## config.mk

```make
export PLATFORM = sky130hd
export DESIGN_NAME = pwm_sample_sequencer
export DESIGN_NICKNAME = d
export VERILOG_FILES = /design/src/rtl/pwm_sample_sequencer.sv
export SDC_FILE = /design/constraint.sdc
export NUM_CORES = 1
export LEC_CHECK = 0
export ABC_AREA = 1
export CAP_MARGIN = 5
export CORE_MARGIN = 2
export CORE_UTILIZATION = 50
export DETAILED_ROUTE_END_ITERATION = 8
export PLACE_DENSITY = 0.73
export SETUP_SLACK_MARGIN = 0.4
export SLEW_MARGIN = 10
export SYNTH_ARGS = -nofsm -noshare
export SYNTH_HDL_FRONTEND = slang
export SYNTH_SLANG_ARGS = --single-unit
```

## constraint.sdc

```tcl
create_clock -name clk -period 2.4 [get_ports clk]
set_input_delay 0.48 -clock clk [delete_from_list [all_inputs] [get_ports clk]]
set_output_delay 0.48 -clock clk [all_outputs]
set_load 0.01 [all_outputs]
```

## src/rtl/pwm_sample_sequencer.sv

```systemverilog
// pwm_sample_sequencer: FIFO-buffered PCM samples played out as a registered PWM stream at a fixed sample rate.
module pwm_sample_sequencer #(
  parameter int DUTY_WIDTH         = 10,
  parameter int PERIODS_PER_SAMPLE = 4,
  parameter int DEPTH              = 8
) (
  input  logic                         clk,
  input  logic                         rst_n,
  input  logic                         enable,
  input  logic [DUTY_WIDTH-1:0]        sample_data,
  input  logic                         sample_valid,
  output logic                         sample_ready,
  input  logic                         clear_underflow,
  output logic                         pwm_out,
  output logic                         underflow,
  output logic [$clog2(DEPTH+1)-1:0]   level
);
  localparam int AW = $clog2(DEPTH);
  localparam int LW = $clog2(DEPTH + 1);
  localparam int PW = (PERIODS_PER_SAMPLE > 1) ? $clog2(PERIODS_PER_SAMPLE) : 1;
  logic [DUTY_WIDTH-1:0] mem [DEPTH];
  logic [AW-1:0]         rd_ptr, wr_ptr;
  logic [DUTY_WIDTH-1:0] duty, pwm_cnt, pwm_cnt_nxt;
  logic [PW-1:0]         per_cnt, per_cnt_nxt;
  logic [LW-1:0]         level_nxt;
  logic                  full, empty, push, load, pop, wrap, per_last;
  assign full         = level == LW'(DEPTH);
  assign empty        = level == '0;
  assign sample_ready = !full;
  assign push         = sample_valid && sample_ready;
  assign wrap         = &pwm_cnt;
  assign per_last     = per_cnt == PW'(PERIODS_PER_SAMPLE - 1);
  assign load         = enable && wrap && per_last;
  assign pop          = load && !empty;
  always_comb begin
    pwm_cnt_nxt = enable ? pwm_cnt + 1'b1 : '0;
    per_cnt_nxt = !enable ? '0 : !wrap ? per_cnt : per_last ? '0 : per_cnt + 1'b1;
    level_nxt   = (push && !pop) ? level + LW'(1) : (pop && !push) ? level - LW'(1) : level;
  end
  // Storage carries no reset; occupancy and pointers alone define valid entries.
  always_ff @(posedge clk)
    if (push) mem[wr_ptr] <= sample_data;
  always_ff @(posedge clk or negedge rst_n) begin
    if (!rst_n) begin
      rd_ptr    <= '0;
      wr_ptr    <= '0;
      level     <= '0;
      duty      <= '0;
      pwm_cnt   <= '0;
      per_cnt   <= '0;
      pwm_out   <= 1'b0;
      underflow <= 1'b0;
    end else begin
      rd_ptr    <= pop ? rd_ptr + 1'b1 : rd_ptr;
      wr_ptr    <= push ? wr_ptr + 1'b1 : wr_ptr;
      level     <= level_nxt;
      duty      <= pop ? mem[rd_ptr] : duty;
      pwm_cnt   <= pwm_cnt_nxt;
      per_cnt   <= per_cnt_nxt;
      pwm_out   <= enable && (pwm_cnt < duty);
      underflow <= (load && empty) ? 1'b1 : clear_underflow ? 1'b0 : underflow;
    end
  end
endmodule

```

-- Yosys cells after proc, flatten, opt, wreduce, memory -nomap -nowiden
Memories as Yosys holds them, arrays and structs flattened. A register that Yosys moved wholly into a read port is not among the register bits.
Cells that the tools add are included.
- add/subtract/negate cells: 6
- order comparisons: 1
- eq/ne operators: 3
- mux-type cells: 10
- reduce and logical (&&, ||, !) cells: 17
- operator list (operator ; count):
    10-bit by 1-bit adder with 10-bit output (second input constant) ; 1
    10-bit less-than comparator ; 1
    10-bit 2-to-1 mux ; 1
    10-bit AND reduction ; 1
    1-bit logical AND ; 8
    4-bit 2-to-1 mux ; 2
    3-bit by 1-bit adder with 3-bit output (second input constant) ; 2
    2-bit 2-to-1 mux ; 3
    1-bit logical NOT ; 5
    4-bit by 1-bit adder with 4-bit output (second input constant) ; 1
    4-bit equality test (second input constant) ; 1
    4-bit logical NOT ; 1
    1-bit 2-to-1 mux ; 4
    2-bit nonzero test ; 2
    4-bit by 1-bit subtractor with 4-bit output (second input constant) ; 1
    2-bit by 1-bit adder with 2-bit output (second input constant) ; 1
    2-bit equality test (second input constant) ; 1
    2-bit by 1-bit != test with 1-bit output (second input constant) ; 1
- flip-flop bits (word level): 24
- memory bits (writable): 80
- input port bits: 15
- output and inout bits: 7
- logic and storage cells: 45
- memories: 1
- memory list (name ; depth ; bits a word ; rd ports ; clocked after Yosys merged registers in ; wr ports ; RTL line ; RTL):
    mem ; 8 ; 10 ; 1 ; 1 ; 1 ; 21 ; logic [DUTY_WIDTH-1:0] mem [DEPTH];

-- Longest topological paths before layout
- word-level depth: 7
- depth in mapped cells: 15
- gate-level depth less buffers: 14

-- Least setup slack after synthesis
OpenSTA, ideal clock, no wires.
- path type: flip-flop to flip-flop
- from: register pwm_cnt[0]
- to: register level[3]
- library setup time: 0.120 ns
- data arrival time: 2.278 ns
- required time: 2.280 ns
- setup slack: 0.001 ns
- cell stages (with the launch flop): 16
- path buffers: 1
- period minus slack after synthesis: 2.399 ns
- cells stage by stage: dfrtp_1 -> ha_1 -> nand2_1 -> nor2_8 -> nand3_4 -> nor2_4 -> nand3_4 -> buf_6 -> ha_1 -> inv_1 -> ha_1 -> a21oi_1 -> nand2_1 -> and2_1 -> o21ai_1 -> nand2_1
- word-level cells in the longest chain between the ends: 7
- elaborated cells between the ends (all ways): 9
- those cells by class: mux: 1; reduce/logical: 8
- RTL lines (element ; RTL line ; RTL):
    start, declared ; 23 ; logic [DUTY_WIDTH-1:0] duty, pwm_cnt, pwm_cnt_nxt;
    start signal, assigned ; 58 ; pwm_cnt <= pwm_cnt_nxt;
    10-bit AND reduction * ; 31 ; assign wrap = &pwm_cnt;
    1-bit logical AND * (2 in a row) ; 33 ; assign load = enable && wrap && per_last;
    1-bit logical AND * ; 34 ; assign pop = load && !empty;
    1-bit logical NOT ; 38 ; level_nxt = (push && !pop) ? level + LW'(1) : (pop && !push) ? level - LW'(1) : level;
    1-bit logical AND ; 38 ;
    4-bit 2-to-1 mux / 2-bit nonzero test (equally long branches) ; - ;
    end signal, assigned ; 56 ; level <= level_nxt;
    end, declared ; 16 ; output logic [$clog2(DEPTH+1)-1:0] level
Every way passes the cells marked *; elsewhere a longest branch is shown, timed or not.
A chain may end at the register's enable or synchronous reset.

-- Worst setup path after layout
Same ends and word-level chain as after synthesis.

==> impl_metrics.csv <==
group,metric,value,unit
run_status,status,"finished, final reports clean",
critical_path,critPathKind,"register to register",
die,die-area,0.01166,sq mm
place,dp_slack,102.8,ps
sta,finalCriticalPeriod,2069,ps
synthesis,syn-num-nets,606,
synthesis,synth_area_leader_cell,"edfxtp_1",
power_and_ir_drop,powerDensity,869.6,mW/mm^2
clock_network,insertion_delay,510,ps
drt,vias,3854,
critical_path,r2r-start,"pwm_cnt[0]",
critical_path,critPathArrivalTime,2470,ps
grt,track_usage,20.91,%
synthesis,async_reset_ff_share,29.82,%
critical_path,regToRegEndpoint,"level[3]",
final_layout,antenna_cells,0,
sta,relSlewSlack,50.06,%
synthesis,yosysMostFrequentCell,"nand2_1",
grt,globalRouteOverflowTotal,0,
critical_path,worst_ep_required_time,2800,ps
drt,drc,0,
drt,routed_wl,10920,microns
grt,grt_pass1_wl,18220,microns
power_and_ir_drop,ir_worst_vdd,0.7393,mV
clock_network,clk_pin_slew,60,ps
sta,setup-tns-final,0,ps
sta,rsz0062_at_grt,"yes",
place,io_buffers,21,
drt,routed-wl-met2,5788,microns
synthesis,synth_edf_count,80,
critical_path,path_common_cell,"ha_4",
synthesis,synth_area,0.005405,sq mm
die,die_w,108.0,microns
critical_path,end_kind,"register",
critical_path,rrSetupSlack,330,ps
grt,grt_max_degree,43,
die,die_y,108.0,microns
sta,max_slew.worst_pin.slew,748.2,ps
clock_network,cts_tree,"yes",
drt,wl_per_cell,14.06,microns
synthesis,netlist_top_cells_area,"edfxtp_1 44%, dfrtp_1 16%, nand2_1 13%",
drt,wl_met1,4503,microns
job,cap_violations,0,
drt,via_per_inst,4.960,
sta,fin_ws,331.1,ps
critical_path,reg2reg_depth,14,
synthesis,ys.flop_type,"edfxtp_1",
die,start_util,51.89,%
drt,highest_layer,"met4",
hold_path,min_path_type,"input port to async pin",
synthesis,yosys-top-cells-count,"193 x nand2_1, 101 x inv_1, 80 x edfxtp_1",
place,hpwl,6876,microns
grt,grt_pass1_vias,3921,
synthesis,synth_cell_types,29,
sta,drv_slew,0,
synthesis,synth_cells,574,
place,placed_area,0.005878,sq mm
sta,finalHoldViolCount,0,
clock_network,htreeDepth,4,
drt,dr.pass1.iters,6,
sta,clock.fmax,483.4,MHz
synthesis,ys_ff_latch,114,
critical_path,critical_path.cell_chain,"ha_4, nand2_4, nor2_8, nand3_4, nor2_4, nand3_4, ha_4, inv_4, ha_4, a21oi_2, nand2_1, and2_1, o21ai_1, nand2_1",
clock_network,cts.sinks,114,
sta,finalSetupViolations,0,
place,place_congestion,0.7754,
synthesis,yosysSeqAreaShare,60.19,%
clock_network,cts_hold_buf,0,
clock_network,cts-root-buf,"clkbuf_8",
final_layout,drive_above_1_share,13.42,%
critical_path,slowest_delay,390,ps
critical_path,crit_slowest_cell,"dfrtp_1",
final_layout,fin_area,0.006511,sq mm
drt,met3_length,509,microns
power_and_ir_drop,p_leak,3.134,nW
clock_network,cts_buffer_depth,2,
drt,drt_iter0_markers,320,
final_layout,syn2layout_area_growth,20.46,%
synthesis,synth_top_area_share,44.44,%
sta,clock_skew,7.411,ps
die,rows,37,
sta,min_period_over_period,86.20,%
grt,antenna_found_initial,0,
drt,ant_nets,0,
synthesis,yosys_warnings,0,
die,ios,22,
critical_path,cp-start-kind,"register",
synthesis,syn_avg_cell_area,9.417,sq um
critical_path,cp_max_fo,3,
die,core-area,0.01042,sq mm
clock_network,cts_inserted_buffers,17,
final_layout,num-nets-final,660,
per-layer routing:
layer	global-route usage (%)	vias up
met5	0	-
met1	25.01	1837
met4	7.967	0
met3	5.244	10
met2	36.48	92
li1	-	1915
critical path: cells and delay by family, from the launching register on:
family / cells / cell delay [ps]
flip-flops: 1 / 390
buffers and inverters: 1 / 60
adder cells (fa/ha/maj): 3 / 550
AND/OR/NAND/NOR: 8 / 730
AO/OA/AOI/OAI: 2 / 230
metrics by stage:
stage | util, % | power (mW) | hold WS (ps) | cells
after floorplan | - | 3.071 | 184.4 | 574
after global placement | 56.43 | 3.395 | 465.4 | 731
after CTS | 62.23 | 5.659 | 376.2 | 774
after global routing | 62.51 | 5.913 | 402.4 | 777
final | 62.51 | 5.662 | 371.6 | 777
after detailed placement | 56.43 | 3.442 | 467.1 | 731
timing repair:
item,in CTS,in global routing
pin swaps,8,1
endpoints found under the setup margin,8,7
gates resized for setup,5,4
hold endpoints to repair,0,0
buffers inserted,11,3
layout make-up:
cell class              instances  area, sq um
fillers                       831         3905
flip-flops and latches        114         3257
multi-input cells             334         1707
repair buffers                 53        452.9
clock buffers                  19        421.7
inverters                     108        407.9
well taps                     136        170.2
clock inverters                13        95.09
registers in the layout, indices dropped and copies added, names as in the netlist:
| signal | count |
|---|---|
| underflow | 1 |
| pwm_cnt | 10 |
| wr_ptr | 3 |
| rd_ptr | 3 |
| mem | 80 |
| per_cnt | 2 |
| duty | 10 |
| level | 4 |
| pwm_out | 1 |
kinds of logic (layout without fill, tap and decap cells):
logic type / Yosys count / count (layout) / share of synthesized area, %
AOI/OAI and AO/OA: 23 / 23 / 2.176
xor gates and xnor gates: 6 / 6 / 0.9722
adders and majority gates: 17 / 17 / 4.074
buffers and inverters: 126 / 193 / 9.236
DFF: 114 / 114 / 60.19
and+or+nand+nor: 288 / 288 / 23.36
worst max-delay path by stage:
stage	start	slack, ps	end	depth (start not counted)
2_1_floorplan	pwm_cnt[1]	160	level[3]	15
3_3_place_gp	enable	120	level[3]	12
3_5_place_dp	enable	100	level[3]	12
4_1_cts	pwm_cnt[0]	350	level[3]	14
5_1_grt	pwm_cnt[0]	180	level[3]	14
6_report	pwm_cnt[0]	330	level[3]	14
placed cells by master, fill, tap and decap left out, types with 2 or more instances in the layout:
master and instances:
edfxtp_1 80, nor2_8 2, xor2_1 4, buf_4 32, inv_2 6, clkinvlp_4 3
ha_1 13, inv_1 100, ha_4 3, nand2_1 192, clkinv_1 3, nor3_1 2
clkdlybuf4s50_1 19, o21ai_1 5, nor2_4 2, nand3_4 2, dfrtp_2 3, nor2_1 21
nand3_1 60, a21oi_1 11, dfrtp_1 31, clkinv_2 7, xnor2_1 2, clkbuf_1 2
clkbuf_16 16, o21ai_0 5
power breakdown:
group          switching (mW)  leakage, nW  internal [mW]  total, mW
logic                   0.556         1.70          0.411      0.967
registers               0.119         1.18           2.39       2.51
clock network           0.839        0.252           1.34       2.18
No activity file was read; power rests on OpenSTA's default activity.
